`src/rtl/fetch_ctrl.sv`:
```
// Instruction-fetch sequencer: owns the PC, drives a 1-cycle-latency imem read port,
// applies decode backpressure by gating read enable, and handles execute redirects.
module fetch_ctrl #(
    parameter logic [31:0] RESET_PC = 32'h0000_0000
) (
    input  logic        clk,
    input  logic        rstN,
    input  logic        fetchEn,
    input  logic        redirValid,
    input  logic [31:0] redirPc,
    output logic        memREn,
    output logic        memOEn,
    output logic [31:0] memAddr,
    input  logic [31:0] memRData,
    output logic        instValid,
    input  logic        instReady,
    output logic [31:0] inst,
    output logic [31:0] instPc,
    output logic        fetchErr
);

    // state | meaning
    // IDLE  | not fetching; a held instruction drains on accept
    // RUN   | issuing fetches, honouring stalls and redirects
    // HALT  | misaligned redirect seen; frozen until reset
    typedef enum logic [1:0] {IDLE, RUN, HALT} state_t;

    state_t      state, state_nxt;
    logic [31:0] pc, pc_nxt;
    logic [31:0] inst_pc_q, inst_pc_nxt;
    logic        inst_valid_q, inst_valid_nxt;
    logic        fetch_err_q, fetch_err_nxt;
    logic        redir_run, redir_bad, issue;

    always_ff @(posedge clk) begin
        if (!rstN) begin
            state        <= IDLE;
            pc           <= RESET_PC;
            inst_pc_q    <= 32'h0;
            inst_valid_q <= 1'b0;
            fetch_err_q  <= 1'b0;
        end else begin
            state        <= state_nxt;
            pc           <= pc_nxt;
            inst_pc_q    <= inst_pc_nxt;
            inst_valid_q <= inst_valid_nxt;
            fetch_err_q  <= fetch_err_nxt;
        end
    end

    always_comb begin
        redir_run      = (state == RUN) && redirValid;
        redir_bad      = redir_run && (redirPc[1:0] != 2'b00);
        memAddr        = redir_run ? redirPc : pc;
        // A redirect overrides a stall; a misaligned one never issues.
        issue          = (state == RUN) && fetchEn && !redir_bad &&
                         (redirValid || !inst_valid_q || instReady);
        state_nxt      = state;
        pc_nxt         = pc;
        inst_pc_nxt    = inst_pc_q;
        inst_valid_nxt = inst_valid_q;
        fetch_err_nxt  = fetch_err_q;
        case (state)
            IDLE: begin
                if (inst_valid_q && instReady)
                    inst_valid_nxt = 1'b0;
                if (fetchEn)
                    state_nxt = RUN;
            end
            RUN: begin
                if (redir_bad) begin
                    inst_valid_nxt = 1'b0;
                    fetch_err_nxt  = 1'b1;
                    state_nxt      = HALT;
                end else if (!fetchEn) begin
                    state_nxt = IDLE;
                    if (redirValid) begin
                        pc_nxt         = redirPc;
                        inst_valid_nxt = 1'b0;
                    end else if (inst_valid_q && instReady) begin
                        inst_valid_nxt = 1'b0;
                    end
                end else if (issue) begin
                    pc_nxt         = memAddr + 32'd4;
                    inst_pc_nxt    = memAddr;
                    inst_valid_nxt = 1'b1;
                end
            end
            HALT: begin
                inst_valid_nxt = 1'b0;
                fetch_err_nxt  = 1'b1;
            end
            default: state_nxt = IDLE;
        endcase
    end

    assign memREn    = issue;
    assign memOEn    = issue;
    assign instValid = inst_valid_q;
    assign inst      = memRData;
    assign instPc    = inst_pc_q;
    assign fetchErr  = fetch_err_q;

endmodule

```
`config.mk`:
```
export PLATFORM = sky130hd
export DESIGN_NAME = fetch_ctrl
export DESIGN_NICKNAME = d
export VERILOG_FILES = /design/src/rtl/fetch_ctrl.sv
export SDC_FILE = /design/constraint.sdc
export NUM_CORES = 1
export LEC_CHECK = 0
export ABC_AREA = 1
export CAP_MARGIN = 10
export CORE_UTILIZATION = 35
export CTS_CLUSTER_SIZE = 12
export DETAILED_ROUTE_END_ITERATION = 10
export HOLD_SLACK_MARGIN = 0.03
export PLACE_DENSITY = 0.67
export SLEW_MARGIN = 25
export SYNTH_ARGS = -nofsm -noshare
export SYNTH_HDL_FRONTEND = slang
export SYNTH_SLANG_ARGS = --single-unit
```
`constraint.sdc`:
```
create_clock -name clk -period 5.5 [get_ports clk]
set_input_delay 0.55 -clock clk [delete_from_list [all_inputs] [get_ports clk]]
set_output_delay 0.55 -clock clk [all_outputs]
set_load 0.005 [all_outputs]
```
## Word level (Yosys, flattened, before mapping)

Index checks and enable logic that the tools add are counted.

| word-level totals | value |
|---|---|
| output and inout port bits | 100 |
| input bits | 69 |
| flip-flop bits (word level) | 68 |
| word-level logic and storage cells | 51 |

| operators by class | value |
|---|---|
| equal/unequal tests | 7 |
| add/sub/neg operators | 1 |
| mux-type cells | 16 |
| bitwise logic cells | 2 |
| reductions and logical operators | 20 |

Operators with widths:

| cell | count |
|---|---|
| $mux 32 | 4 |
| $add 32x3->32 const B | 1 |
| $reduce_and 4->1 | 2 |
| $logic_and 1x1->1 | 6 |
| $mux 1 | 6 |
| $mux 2 | 3 |
| $pmux 2 s3 | 1 |
| $reduce_bool 2->1 | 3 |
| $ne 2x2->1 const B | 2 |
| $ne 4x4->1 const B | 1 |
| $reduce_and 2->1 | 2 |
| $ne 3x3->1 const B | 1 |
| $pmux 1 s3 | 1 |
| $reduce_and 3->1 | 1 |
| $reduce_bool 3->1 | 1 |
| $eq 2x1->1 const B | 1 |
| $eq 2x2->1 const B | 1 |
| $logic_not 1->1 | 2 |
| $logic_not 2->1 | 1 |
| $logic_or 1x1->1 | 2 |
| $ne 2x1->1 const B | 1 |
| $not 1->1 | 2 |
| $pmux 1 s2 | 1 |

## Depth between registers and ports, before layout

Gate-level depths: netlist (run 1).

| logic depth | value |
|---|---|
| depth after elaboration | 10 |
| mapped depth | 16 |
| gate-level depth less buffers | 16 |

## Worst setup path before layout (run 1)

OpenSTA, ideal clock, no wires.

| path | value |
|---|---|
| path kind | flip-flop to output port |
| start | register state[1] |
| end | output port memREn |
| data required time | 4,950 ps |
| path buffers | 2 |
| stages on the path, launching flop included | 12 |
| data arrival time | 1,746 ps |
| setup slack | 3,204 ps |
| path through | dfxtp_1 > inv_1 > ha_1 > nand2_4 > inv_1 > o21ai_1 > nand2_1 > nor2_1 > nand2_1 > inv_1 > buf_2 > buf_4 |

| between the ends | value |
|---|---|
| cells in the longest elaborated chain, start to end | 6 |
| elaborated cells between the ends (all ways) | 7 |
| classes of those cells | eq/ne (1); reduce/logical (6) |

Ends and longest elaborated chain:

| what | line | RTL |
|---|---|---|
| start, declared | 28 | `state_t state, state_nxt;` |
| start signal, assigned | 43 | `state <= state_nxt;` |
| $eq 2x1->1 * | 52, 56 |  |
| $logic_and 1x1->1 | 52 | `redir_run = (state == RUN) && redirValid;` |
| $logic_and 1x1->1 | 53 | `redir_bad = redir_run && (redirPc[1:0] != 2'b00);` |
| $logic_not 1->1 | 56 | `issue = (state == RUN) && fetchEn && !redir_bad &&` |
| $logic_and 1x1->1 * (2 in series) | 56 |  |
| end, declared | 11 | `output logic memREn,` |

Every way passes the cells marked *; elsewhere a longest branch is shown, timed or not.

## Worst setup path in the final report (run 1)

| path | value |
|---|---|
| start | input port fetchEn |
| end | output port memOEn |

| between the ends | value |
|---|---|
| cells in the longest elaborated chain, start to end | 3 |

Ends and longest elaborated chain:

| what | line | RTL |
|---|---|---|
| start, declared | 8 | `input logic fetchEn,` |
| $logic_and 1x1->1 (3 in series) | 56 |  |
| end, declared | 12 | `output logic memOEn,` |

Every way passes these cells.

==> results by group, run 1 <==
Routing
  • Total via count after detailed routing: 4,472
  • Residual DRC: 0
  • DRC violation total after the first TritonRoute iteration: 345
  • Final routed wirelength across all metal layers: 13.2 mm
  • Post-route antenna net violation count: 0
  • First-pass detailed-route iteration total: 7
  • Vias/cell: 5.15
  • Average detailed-routed wire length per instance: 15.2 um

CTS
  • Hold-fix buffers, CTS: 0
  • Clk sink count: 68
  • Clock transition time at the flip-flop clock pins of the worst setup and hold paths: 50 ps
  • Clock tree from TritonCTS: done
  • Number of buffers inserted during clock tree synthesis: 9
  • Post CTS Setup Buffer Count: 0
  • Resized Gates After CTS: 0
  • CTS root buf: clkbuf_16
  • Clk Latency, worst-skew pair: 340 ps
  • CTS max path bufs: 2
  • Number of H-tree levels: 3

Worst setup path
  • Maximum fanout along the worst path: 41
  • Crit path buffers/inverters: 5
  • Setup slack of the worst register-to-register path: 2510 ps
  • Kind of launch point of the worst setup path: input port
  • CP Data Required Time: 4950 ps
  • Depth of the worst register-to-register path: 12
  • Critical Path Slowest Stage Cell: clkdlybuf4s50_1
  • Reg2Reg Capture Point: instPc[15]$_SDFFE_PN0P_
  • Crit Reg-Reg Startpoint: state[1]$_SDFFE_PN0P_
  • Delay-heaviest family, CP: buffers and inverters
  • Critical path, cell by cell: clkdlybuf4s50_1 > buf_4 > inv_1 > nor2_1 > nand2_1 > inv_1 > clkdlybuf4s50_1
  • Setup Crit Path Kind: input port to primary output
  • Data arrival time of the critical path: 3150 ps
  • Kind of capture point of the worst setup path: primary output
  • Largest stage delay on the critical path: 540 ps

Cells and area
  • Number of antenna diodes: 0
  • Number of inserted filler cells in the final layout: 1,189
  • Commonest non-fill, non-tap cell in the layout: nand2_1
  • Footprint of the multi-input gates: 2330 sq um
  • Ratio of cells with drive above 1 in the final layout: 9.70%
  • Highest-count cells in the layout ignoring fill and taps: nand2_1, clkdlybuf4s50_1, a21oi_1
  • Layout area overhead: 27.1%
  • Area used by sequential logic in the layout: 1360 sq um
  • Final-stage net count: 791
  • Non-Filler Cell Area, Final: 5460 sq um

Floorplan
  • Row cnt: 40
  • Area of the core: 12,000 sq um
  • Effective utilization at floorplan: 35.9%
  • Overall die area: 12,700 sq um
  • Die height: 113 um
  • Top-level I/O count: 169
  • Die width: 113 um

Place
  • Placed wire-length estimate: 9.29 mm
  • Number of buffer cells added on primary ports: 104
  • Setup Slack @ Placement: 1800 ps
  • Area after detailed placement: 5140 sq um
  • Final estimated routing congestion in global placement: 0.916

Synth
  • Post-Synthesis Cells: 663
  • Mapped Avg Cell Area: 6.47 sq um
  • Library cells used by synthesis: 30
  • Net Count, Synth: 737
  • Total number of yosys warnings: 0
  • Total standard cell area after synthesis: 4290 sq um
  • Portion of synthesized cell area occupied by the leading cell type: 31.7%
  • Library cell with the largest summed area after synthesis: dfxtp_1
  • Largest cells by area after synthesis: dfxtp_1, nand2_1, a21oi_1, o21ai_0, buf_4
  • Register area share after synthesis: 31.7%
  • Total of flip-flops plus latches after synthesis: 68

Run status
  • Run status: complete, no violations

Timing
  • Number of setup violations in the final report: 0
  • RSZ-0062 raised after global routing: false
  • Setup slack after layout: 1800 ps
  • Post-route minimum period: 3700 ps
  • Setup_tns: 0 ps
  • Final hold viol count: 0
  • Achievable Freq: 0.270 GHz
  • Normalized max-slew margin: 45.4%
  • Final-report max-slew violation count: 0
  • Slew of the pin with the lowest slew margin: 817 ps
  • Share of the clock period used by the worst path after layout: 67.3%
  • Hold Slack: 465 ps
  • Final setup skew: 9.95 ps

Power
  • Total net switching power: 0.910 mW
  • Cell internal pwr: 1.47 mW
  • Worst vdd ir: 180 uV
  • Cell leakage power: 2.10 nW
  • Share of total power consumed by net switching: 38.2%
  • Comb pwr share: 46.0%
  • Cell Pwr Density: 437 nW/um^2
  • Clock share of power: 26.1%
  • Relative contribution of sequential cells to total power: 27.9%

Worst hold path
  • Startpoint of the tightest hold check path: pc[1]$_SDFFE_PN0P_
  • Path type of the worst min-delay path: register to register
  • Hold endpoint: pc[1]$_SDFFE_PN0P_
  • Instance count along the most critical hold path: 2

Global route
  • Global-route wire length before repair: 21.4 mm
  • Total routing usage reported by global routing: 21.3%
  • Number of antenna violations at the first check in global routing: 0
  • Largest net degree at the start of global routing: 60
  • Total global routing overflow: 0
  • Number of global-route vias before repair: 4,390

Run
  • Number of max-capacitance violations reported: 0
per-stage QoR:
stage          power, mW  cells  utilization, %
4_1_cts             2.39    869            45.6
5_1_grt             2.53    869            45.6
3_3_place_gp        1.73    853            42.9
2_1_floorplan       1.31    663               -
6_report            2.38    869            45.6
3_5_place_dp        1.76    853            42.9
metal layers:
layer / vias up / part of all wire [%] / track usage (%)
li1: 2228 / - / -
met1: 2021 / 45 / 26.5
met2: 186 / 46 / 35.7
met3: 37 / 6.8 / 3.54
met4: 0 / 2.8 / 10.6
met5: - / 0 / 0
state kept, by name, summed over array words and instances (netlist names):
signal and cells:
pc 32, state 2, instPc 32, instValid 1, fetchErr 1
power groups by stage:
stage,Combinational [mW],Clock [mW],Sequential [mW]
2_1_floorplan,0.644,0,0.668
3_3_place_gp,1.06,0,0.671
3_5_place_dp,1.08,0,0.675
4_1_cts,1.09,0.628,0.665
5_1_grt,1.21,0.649,0.679
6_report,1.10,0.621,0.665
tightest hold or removal path, cell delays in order, from the launching register on:
cell	delay [ps]
dfxtp_1	300
nand2_1	60
a21oi_1	60
how the worst max path moves through the flow:
stage,from,end,cells after the start
6_report,fetchEn,memOEn,7
5_1_grt,fetchEn,memOEn,7
4_1_cts,fetchEn,memOEn,7
3_5_place_dp,fetchEn,memOEn,7
3_3_place_gp,fetchEn,memREn,7
2_1_floorplan,state[1]$_SDFFE_PN0P_,memREn,11
cell usage after synthesis (all sizes together):
cell    instances
nand2         191
a21oi          76
nor2           70
dfxtp          68
o21ai          58
nand3          56
buf            49
inv            46
clkbuf         18
a31oi          10
xor2            7
ha              5
and2            2
or2             2
a31o            1
nand3b          1
o211ai          1
o32ai           1
xnor2           1
cells by family after synthesis:
family	count (synthesis)	share of synthesized area [%]
buf+inv	113	14.0
fa+ha+maj	5	1.46
simple gates	322	33.5
xor+xnor	8	1.63
flops	68	31.7
compound gates	147	17.8
cell type report:
type / count / area share, %
Sequential cell: 68 / 25.0
Multi-Input combinational cell: 482 / 42.8
Timing Repair Buffer: 110 / 19.9
Clock buffer: 12 / 4.52
Clock inverter: 4 / 1.33
Inverter: 46 / 3.17
Tap cell: 147 / 3.37
No activity file was read; power rests on OpenSTA's default activity.
==> run 2, diff against run 1 <==
PLACE_DENSITY = 0.69   (was 0.67)
clock period = 3.3 ns   (was 5.5 ns; I/O delays follow)
==> results by group, run 2 (synthesis results as in run 1) <==
Run status
  • Run status: complete, no violations

Cells and area
  • Layout area overhead: 27.3%
  • Ratio of cells with drive above 1 in the final layout: 10.6% (+0.91 points)
  • Number of antenna diodes: 0 (unchanged)
  • Commonest non-fill, non-tap cell in the layout: nand2_1
  • Highest-count cells in the layout ignoring fill and taps: nand2_1, clkdlybuf4s50_1, a21oi_1
  • Final-stage net count: 796 (+0.63%)
  • Non-Filler Cell Area, Final: 5470 sq um (+0.18%)
  • Final core occ: 45.7% (+0.084 points)
  • Post-route insts no fill: 873 (+0.46%)

Place
  • Number of buffer cells added on primary ports: 104 (unchanged)
  • Placed wire-length estimate: 9.23 mm (-0.65%)
  • Setup Slack @ Placement: 472 ps (-1330 ps)
  • Area after detailed placement: 5170 sq um (+0.73%)
  • Final estimated routing congestion in global placement: 0.895 (-2.2%)
  • Number of placed instances, taps included: 858 (+0.59%)

Routing
  • First-pass detailed-route iteration total: 7 (unchanged)
  • Total via count after detailed routing: 4,460 (-0.27%)
  • Average detailed-routed wire length per instance: 15.2 um (+0.11%)
  • Final routed wirelength across all metal layers: 13.3 mm (+0.57%)
  • DRC violation total after the first TritonRoute iteration: 404 (+17%)
  • Vias/cell: 5.11 (-0.73%)
  • Post-route antenna net violation count: 0 (unchanged)
  • Residual DRC: 0 (unchanged)

CTS
  • Number of H-tree levels: 3 (unchanged)
  • CTS max path bufs: 2 (unchanged)
  • Clk Latency, worst-skew pair: 330 ps (about the same)
  • Hold-fix buffers, CTS: 0 (unchanged)
  • Clock tree from TritonCTS: done
  • CTS root buf: clkbuf_16
  • Clock transition time at the flip-flop clock pins of the worst setup and hold paths: 60 ps (about the same)
  • Number of buffers inserted during clock tree synthesis: 9 (unchanged)
  • Clk sink count: 68 (unchanged)

Worst setup path
  • Delay-heaviest family, CP: buffers and inverters
  • Kind of capture point of the worst setup path: primary output
  • Depth of the worst register-to-register path: 15 (+3)
  • Crit. path cell count: 10 (+3)
  • Critical Path Slowest Stage Cell: clkdlybuf4s50_1
  • CP Data Required Time: 2970 ps (-1980 ps)
  • Maximum fanout along the worst path: 20 (-51%)
  • Critical path, cell by cell: inv_1 > ha_1 > nand2_4 > inv_1 > o21ai_1 > nand2_1 > nor2_1 > nand2_1 > inv_2 > clkdlybuf4s50_1
  • Kind of launch point of the worst setup path: register
  • Data arrival time of the critical path: 2670 ps (-480 ps)
  • Setup Crit Path Kind: register to primary output
  • Largest stage delay on the critical path: 520 ps (-20 ps)
  • Crit path buffers/inverters: 4 (-1)

Power
  • PnR Total Power: 3.92 mW (+65%)
  • Comb pwr share: 47.0% (+1.0 points)
  • Clock share of power: 24.7% (-1.4 points)
  • Total net switching power: 1.53 mW (+68%)
  • Cell leakage power: 2.11 nW (+0.61%)
  • Relative contribution of sequential cells to total power: 28.3% (+0.4 points)
  • Share of total power consumed by net switching: 39.1% (+0.88 points)
  • Cell internal pwr: 2.39 mW (+62%)
  • Cell Pwr Density: 718 nW/um^2 (+64%)
  • Worst vdd ir: 253 uV (+40%)

Timing
  • Hold Slack: 463 ps (-1.36 ps)
  • Share of the clock period used by the worst path after layout: 90.8%
  • Number of setup violations in the final report: 0 (unchanged)
  • Final-report max-slew violation count: 0 (unchanged)
  • RSZ-0062 raised after global routing: false
  • Slew of the pin with the lowest slew margin: 577 ps (-241 ps)
  • Setup slack after layout: 304 ps (-1500 ps)
  • Final hold viol count: 0 (unchanged)
  • Achievable Freq: 0.334 GHz
  • Normalized max-slew margin: 61.5% (+16 points)
  • Setup_tns: 0 ps (unchanged)
  • Final setup skew: 7.22 ps (-2.73 ps)
  • Post-route minimum period: 3000 ps

Floorplan
  • Effective utilization at floorplan: 35.9% (unchanged)
  • Die height: 113 um (unchanged)
  • Area of the core: 12,000 sq um (unchanged)
  • Die width: 113 um (unchanged)
  • Row cnt: 40 (unchanged)
  • Overall die area: 12,700 sq um (unchanged)
  • Top-level I/O count: 169 (unchanged)

Global route
  • Total routing usage reported by global routing: 20.9% (-0.35 points)
  • Number of antenna violations at the first check in global routing: 0 (unchanged)
  • Global-route wire length before repair: 20.9 mm (-2.6%)
  • Largest net degree at the start of global routing: 47 (-22%)
  • Total global routing overflow: 0 (unchanged)
  • Number of global-route vias before repair: 4,001 (-8.9%)

Worst hold path
  • Instance count along the most critical hold path: 2 (unchanged)
  • Path type of the worst min-delay path: register to register

Run
  • Number of max-capacitance violations reported: 0 (unchanged)
## run 2: cell count changes in the layout (fill, tap and decap cells not counted)
cell,before,now
inv_2,3,4
bufinv_16,2,1
clkbuf_1,2,0
buf_4,6,11
clkinv_2,1,3
inv_1,43,42
## run 2: worst register-to-register path: cells and delay by family (launching register included)
family,cells,cell delay [ps]
simple gates,10,1130
fa+ha+maj,2,470
compound gates,1,60
buf+inv,2,500
flops,1,340
## run 2: worst paths after layout
path                                       startpoint             endpoint  slack (ps)
worst max-delay path            state[1]$_SDFFE_PN0P_               memREn         300
worst min-delay path               pc[0]$_SDFFE_PN0P_   pc[0]$_SDFFE_PN0P_         460
worst max register to register  state[1]$_SDFFE_PN0P_  pc[26]$_SDFFE_PN0P_         720
worst min register to register     pc[0]$_SDFFE_PN0P_   pc[0]$_SDFFE_PN0P_         460
## run 2: power by group through the flow
stage	sequential (mW)	combinational [mW]	clock (mW)
final	1.11	1.84	0.967
after global routing	1.13	2.02	1.02
after CTS	1.11	1.83	0.979
after detailed placement	1.13	1.82	0
after global placement	1.12	1.81	0
after floorplan	1.11	1.07	0
## run 2: routing by layer
layer	wire (um)	part of all wire [%]	GRT usage, %
met1	6100	46	28.9
met2	5830	44	32.1
met3	1080	8.1	4.02
met4	298	2.2	8.27
met5	0	0	0
## run 2: cell type report
cell class / count / area [sq um]
fillers: 1211 / 6500
repair buffers: 115 / 1120
flip-flops and latches: 68 / 1360
multi-input cells: 482 / 2330
inverters: 46 / 173
clock inverters: 5 / 52.6
well taps: 147 / 184
clock buffers: 10 / 239
## run 2: what timing repair did
item,4_1_cts,5_1_grt
setup endpoints to repair,0,2
setup buffers,0,0
resized for setup,0,1
==> run 3, diff against run 2 <==
CORE_ASPECT_RATIO = 1.25   (was not set)
==> results by group, run 3 (synthesis results as in run 1) <==
Timing
  • Final hold viol count: 0 (unchanged)
  • Setup_tns: 0 ps (unchanged)
  • Slew of the pin with the lowest slew margin: 785 ps (+208 ps)
  • Achievable Freq: 0.331 GHz (-0.91%)
  • Setup slack after layout: 276 ps (-27.4 ps)
  • Normalized max-slew margin: 47.6% (-14 points)
  • Final setup skew: 6.85 ps (-0.362 ps)
  • RSZ-0062 raised after global routing: false
  • Post-route minimum period: 3020 ps (+27.4 ps)
  • Share of the clock period used by the worst path after layout: 91.6% (+0.83 points)
  • Final-report max-slew violation count: 0 (unchanged)
  • Number of setup violations in the final report: 0 (unchanged)

Cells and area
  • Ratio of cells with drive above 1 in the final layout: 10.5% (-0.12 points)
  • Final-stage net count: 794 (-0.25%)
  • Number of antenna diodes: 0 (unchanged)
  • Layout area overhead: 28.2%
  • Highest-count cells in the layout ignoring fill and taps: nand2_1, clkdlybuf4s50_1, a21oi_1
  • Commonest non-fill, non-tap cell in the layout: nand2_1

CTS
  • Clock transition time at the flip-flop clock pins of the worst setup and hold paths: 60 ps (about the same)
  • CTS max path bufs: 2 (unchanged)
  • Number of buffers inserted during clock tree synthesis: 9 (unchanged)
  • CTS root buf: clkbuf_16
  • Clock tree from TritonCTS: done
  • Post CTS Setup Buffer Count: 0 (unchanged)
  • Clk sink count: 68 (unchanged)
  • Clk Latency, worst-skew pair: 330 ps (about the same)
  • Number of H-tree levels: 3 (unchanged)

Worst setup path
  • Maximum fanout along the worst path: 19 (-5.0%)
  • Crit Reg-Reg Startpoint: state[1]$_SDFFE_PN0P_
  • Kind of capture point of the worst setup path: primary output
  • Kind of launch point of the worst setup path: register
  • CP Data Required Time: 2970 ps (about the same)
  • Data arrival time of the critical path: 2690 ps (+20 ps)
  • Start point of the critical path: state[1]$_SDFFE_PN0P_
  • Setup Crit Path Kind: register to primary output

Worst hold path
  • Startpoint of the tightest hold check path: pc[21]$_SDFFE_PN0P_
  • Path type of the worst min-delay path: register to register

Routing
  • Post-route antenna net violation count: 0 (unchanged)
  • First-pass detailed-route iteration total: 6 (-1)
  • Total via count after detailed routing: 4,577 (+2.6%)
  • Residual DRC: 0 (unchanged)
  • Vias/cell: 5.17 (+1.1%)
  • Final routed wirelength across all metal layers: 13.5 mm (+1.3%)
  • DRC violation total after the first TritonRoute iteration: 291 (-28%)
  • Average detailed-routed wire length per instance: 15.2 um (-0.22%)

Global route
  • Total routing usage reported by global routing: 21.5% (+0.59 points)
  • Number of antenna violations at the first check in global routing: 0 (unchanged)
  • GR Layer Usage met3: 4.16% (+0.14 points)
  • Busiest layer in global routing: met2
  • Largest net degree at the start of global routing: 60 (+28%)
  • Global routing usage on met1: 25.6% (-3.4 points)
  • Number of global-route vias before repair: 4,494 (+12%)
  • Global-route wire length before repair: 21.6 mm (+3.4%)
  • Total global routing overflow: 0 (unchanged)
  • M2 GR Usage: 36.6% (+4.5 points)

Run
  • Number of max-capacitance violations reported: 0 (unchanged)

Floorplan
  • Overall die area: 12,700 sq um (about the same)
  • Die width: 101 um (-10%)
  • Top-level I/O count: 169 (unchanged)
  • Row cnt: 44 (+10%)
  • Die height: 126 um (+12%)
  • Effective utilization at floorplan: 36.4% (+0.55 points)
  • Area of the core: 11,800 sq um (-1.5%)

Place
  • Number of buffer cells added on primary ports: 104 (unchanged)
  • Setup Slack @ Placement: 356 ps (-116 ps)
  • Final estimated routing congestion in global placement: 0.916 (+2.3%)
  • Placed wire-length estimate: 9.64 mm (+4.4%)

Power
  • Cell leakage power: 2.12 nW (+0.51%)
  • Cell Pwr Density: 725 nW/um^2 (+1.0%)
  • Worst vdd ir: 280 uV (+11%)

Run status
  • Run status: complete, no violations
[run 3: cell count changes in the layout (fill, tap and decap cells not counted), sizes merged]
cell / before / now
clkinv: 3 / 4
bufinv: 1 / 2
buf: 11 / 9
clkinvlp: 1 / 0
[run 3: per-stage QoR]
step | total power [mW] | area, sq um | std cells | hold WS (ps) | util (%)
final | 3.99 | 5510 | 886 | 467 | 46.7
after global routing | 4.25 | 5510 | 886 | 489 | 46.7
after CTS | 4.00 | 5500 | 886 | 465 | 46.7
after detailed placement | 2.94 | 5180 | 870 | 456 | 43.9
after global placement | 2.90 | 5180 | 870 | 451 | 43.9
after floorplan | 2.19 | 4290 | 663 | 441 | -
[run 3: metal layers]
metal,wire [um],part of all wire [%],vias up
met2,6740,50,158
met4,355,2.6,0
met5,0,0,-
li1,-,-,2228
met1,5530,41,2151
met3,849,6.3,40
[run 3: what timing repair did]
item | in CTS | in global routing
endpoints found under the hold margin | 0 | 0
hold buffers | 0 | 0
resized for setup | 0 | 1
endpoints found under the setup margin | 0 | 2
[run 3: worst paths after layout]
path | endpoint | slack, ps | depth (start not counted)
worst min register to register | pc[21]$_SDFFE_PN0P_ | 470 | 2
worst max register to register | instPc[3]$_SDFFE_PN0P_ | 580 | 12
worst min-delay path | pc[21]$_SDFFE_PN0P_ | 470 | 2
worst max-delay path | memOEn | 280 | 10
[run 3: area by class of cell]
type | instances | area, sq um
Clock buffer | 10 | 239
Inverter | 46 | 173
Clock inverter | 6 | 87.6
Tap cell | 161 | 201
Sequential cell | 68 | 1360
Timing Repair Buffer | 113 | 1110
Fill cell | 1205 | 6280
Multi-Input combinational cell | 482 | 2330
[run 3: power breakdown]
| group | internal (mW) | switching, mW | leakage [nW] |
|---|---|---|---|
| clock | 0.682 | 0.372 | 0.162 |
| combinational | 0.775 | 1.05 | 1.40 |
| sequential | 1.01 | 0.102 | 0.554 |
| total | 2.47 | 1.52 | 2.12 |
[run 3: critical path: stages, from the launching register on]
cell and delay [ps]:
dfxtp_1 380, inv_1 80, ha_1 220, nand2_4 210, inv_1 90, o21ai_1 140
nand2_1 130, nor2_1 230, nand2_2 180, inv_1 170, clkdlybuf4s50_1 520
==> RTL change 1: new RTL, settings of run 3 <==
The 3 states of `state_t` get a one-hot encoding in 3 bits.
--- a/src/rtl/fetch_ctrl.sv
+++ b/src/rtl/fetch_ctrl.sv
@@ -23,7 +23,7 @@
     // IDLE  | not fetching; a held instruction drains on accept
     // RUN   | issuing fetches, honouring stalls and redirects
     // HALT  | misaligned redirect seen; frozen until reset
-    typedef enum logic [1:0] {IDLE, RUN, HALT} state_t;
+    typedef enum logic [2:0] {IDLE = 3'b001, RUN = 3'b010, HALT = 3'b100} state_t;
 
     state_t      state, state_nxt;
     logic [31:0] pc, pc_nxt;
Behaviour: no difference found for any inputs over 4 cycles, from zero or initial values and one cycle with rstN low; so few cycles prove little.
==> RTL change 1 against run 3 <==
- maximum frequency up 8.7%
- cell area shrank 0.14%
- sequential cell count is 1 higher
- routed wire length increased by 3.7%
- setup slack better by 240 ps
- critical path depth fell by 1
- area after synthesis increased by 0.15%
- count of clock-buffer cells in the layout increased by 3
- largest cell class unchanged
Power is not compared: it rests on default switching activity, and its combinational part moved more than twofold at a synthesized area within 25%.
==> RTL change 1: results (changes against run 3) <==
hpwl dp=9960 um (+3.3%); first-pass GRT wire length=21,900 um (+1.6%); DR vias/cell=5.23 (+1.3%); leakage=0.00210 uW; Final Skew=6.29 ps (-0.567 ps); GP Congestion=0.956 (+4.4%); Finished Cell Area=5500 um2 (-0.14%); relative slew slack=56.5% (+8.9 points); Hold Startpoint=instPc[1]; Crit Path Max Fanout=9 (-10); Tot GR Track Use=22.3% (+0.73 points); # diodes=0 (unchanged); Yosys cell types=28 (-6.7%); internal power=1570 uW; Critical R2R Launch=state[0]; hold endpoint=instPc[1]; share of cells above drive strength 1=8.93% (-1.6 points); Fillers=1,249 (+3.7%); outcome=complete, no violations; R2R setup slack=720 ps (+140 ps); pin count of the biggest net entering global routing=61 (+1.7%); port buffer count=104 (unchanged); clk root buf=clkbuf_16; FF-to-FF path depth=12 (unchanged); number of global-route vias before repair=4,341 (-3.4%); Critical R2R Capture=instPc[0]; Commonest cells post-synth=nand2_1 (171), a21oi_1 (73), dfxtp_1 (69), o21ai_0 (57), nor2_1 (53); synth top area cells=dfxtp_1 (32%), nand2_1 (15%), a21oi_1 (8.5%), o21ai_0 (6.6%), buf_4 (6.3%); Post-layout nets=795 (+0.13%); register area share after synthesis=32.1% (+0.42 points); Synth Instances=667 (+0.60%); initial drt markers=348 (+20%); cell count after placement=875 (+0.57%); CP arrival=2450 ps (-240 ps); dpl cell area=5210 um2 (+0.70%); top_reg_cell synth=dfxtp_1; Via Count=4,651 (+1.6%); Synthesis Warnings=0 (unchanged); Routed WL=14,000 um (+3.7%); clock buffer count from CTS=9 (unchanged); total power=2090 uW
-- RTL change 1: cell count changes after synthesis, sizes merged, moves of 2 or more --
cell,change
a21oi,-3
and2,-2
ha,-4
inv,+7
nand2,-3
nand3,-25
nand4,+30
nor2,-2
nor3,+3
xor2,+3
-- RTL change 1: critical path: cells and delay by family (launching register included) --
kind / cells / cell delay (ps)
DFF: 1 / 480
buffers and inverters: 3 / 720
and+or+nand+nor: 6 / 910
-- RTL change 1: layer usage --
layer	track usage [%]	routed length [um]	vias up
li1	-	-	2272
met1	26.4	5710	2128
met2	38.2	6880	211
met3	3.88	950	40
met4	10.9	428	0
met5	0	0	-
-- RTL change 1: cell type report --
| type | instances | share of cell area [%] |
|---|---|---|
| timing repair buffer | 116 | 20.6 |
| sequential | 69 | 25.1 |
| multi-input combinational | 476 | 41.8 |
| tap | 161 | 3.66 |
| clock inverter | 1 | 0.0910 |
| clock buffer | 13 | 5.10 |
| inverter | 53 | 3.62 |
-- RTL change 1: per-stage QoR --
stage	worst slack [ps]	hold WS [ps]
after floorplan	1200	442
after global placement	492	441
after detailed placement	428	447
after CTS	505	464
after global routing	332	476
final	518	461
-- RTL change 1: worst max path at each step --
stage          slack, ps  startpoint  depth (start not counted)         end
2_1_floorplan       1200    state[0]                         14      pc[28]
3_3_place_gp         490  redirValid                         12  instPc[27]
3_5_place_dp         430  redirValid                         12  instPc[27]
4_1_cts              510    state[0]                          9      memREn
5_1_grt              330    state[0]                          9      memOEn
6_report             520    state[0]                          9      memOEn
-- RTL change 1: cell families after synthesis --
kind of cell    Yosys count  synth area share (%)
xor+xnor                 10                  2.04
fa+ha+maj                 1                 0.291
simple gates            322                  34.0
compound gates          143                  17.1
buf+inv                 122                  14.5
flops                    69                  32.1
==> RTL change 2: new RTL, flow settings as in run 3 <==
Made on the original files. Make the reset (`rstN`) asynchronous in one clocked block.
--- a/src/rtl/fetch_ctrl.sv
+++ b/src/rtl/fetch_ctrl.sv
@@ -32,7 +32,7 @@
     logic        fetch_err_q, fetch_err_nxt;
     logic        redir_run, redir_bad, issue;
 
-    always_ff @(posedge clk) begin
+    always_ff @(posedge clk or negedge rstN) begin
         if (!rstN) begin
             state        <= IDLE;
             pc           <= RESET_PC;
Behaviour: differs if rstN is asserted again (counterexample within 4 cycles, from zero or initial values and one cycle with rstN low); with rstN held inactive, the same outputs for 4 cycles.
==> RTL change 2 against run 3 <==
- setup slack improved by 17 ps
- sequential cell count unchanged
- highest routed layer unchanged
- maximum frequency grew 0.58%
- clock skew decreased by 1.0 ps
- routed wire length decreased by 1.9%
- via count is 3.5% lower
- area after synthesis grew 7.7%
- critical path type unchanged
- cell area is 5.8% higher
- total power up 36%
==> RTL change 2: results (changes against run 3) <==
initial drt markers=237 (-19%); total combinational power=3040 uW (+67%); DR vias/cell=4.86 (-5.9%); leakage=0.00272 uW (+28%); Adder-Cell Fraction of Synth Area=1.35% (-0.10 points); Routed WL=13,200 um (-1.9%); hold-fix buffers at CTS=1 (+1); register area share after synthesis=36.8% (+5.1 points); xor and xnor area share after synthesis=0.379% (-1.3 points); Final Non-Filler Cells=909 (+2.6%); CP arrival=2680 ps (about the same); minimum clock period=3010 ps (-17.3 ps); Compound-Gate Fraction of Synth Area=9.50% (-8.3 points); Yosys cell types=31 (+3.3%); R2R setup slack=710 ps (+130 ps); GP Congestion=0.893 (-2.5%); drt pass-1 iters=5 (-1); Commonest cells post-synth=nand2_1 (226), dfrtp_1 (68), nor2_1 (67), nand3_1 (60), inv_1 (38); Syn Area/Cell=6.90 um2 (+6.6%); first-pass GRT wire length=21,700 um (+0.64%); Critical R2R Capture=pc[22]; cell count after placement=892 (+2.5%); Tot GR Track Use=20.4% (-1.2 points); outcome=complete, no violations; share of cells above drive strength 1=12.3% (+1.8 points); family with the most delay on the worst path=simple AND/OR/NAND/NOR gates; Mapped Nets=744 (+0.95%); Min-Delay Path Class=in -> async; Flop pwr share=26.1% (-1.9 points); share of flip-flops with an asynchronous set or reset=100% (+100 points); dpl cell area=5520 um2 (+6.6%); synth top area cells=dfrtp_1 (37%), nand2_1 (18%), nand3_1 (6.5%), buf_4 (6.0%), nor2_1 (5.4%); DP Worst Slack=553 ps (+197 ps); clock network power share=17.8% (-8.6 points); Final Skew=5.82 ps (-1.03 ps); internal power=3140 uW (+27%); Crit Path Max Fanout=21 (+2); hold slack=385 ps (-82.2 ps); Setup crit end=memREn; Worst Tran Pin Value=565 ps (-219 ps); crit path launch=state[1]; VDD IR max=0.549 mV (+96%); Post-layout nets=810 (+2.0%); number of global-route vias before repair=4,372 (-2.7%); hpwl dp=9590 um (-0.58%)
-- RTL change 2: cell count changes after synthesis, moves of 4 or more --
cell,delta
nand2_2,+4
xor2_1,-5
inv_1,-5
o21ai_2,+6
inv_2,+4
nor2_1,+13
o21ai_0,-19
a21oi_1,-45
clkbuf_1,-10
dfrtp_1,+68
nand2_1,+59
a31oi_1,-8
dfxtp_1,-68
nand3_1,+7
-- RTL change 2: routing by layer --
| layer | vias up | wire [um] | track usage [%] |
|---|---|---|---|
| li1 | 2217 | - | - |
| met1 | 2036 | 5770 | 24.6 |
| met2 | 142 | 6400 | 35.7 |
| met3 | 24 | 762 | 4.27 |
| met4 | 0 | 286 | 8.29 |
| met5 | - | 0 | 0 |
-- RTL change 2: layout make-up --
cell class | instances | area [um2]
Tap cell | 168 | 210
Timing Repair Buffer | 115 | 1120
Clock inverter | 4 | 48.8
Fill cell | 1357 | 6950
Inverter | 45 | 169
Multi-Input combinational cell | 497 | 2330
Sequential cell | 68 | 1700
Clock buffer | 12 | 246
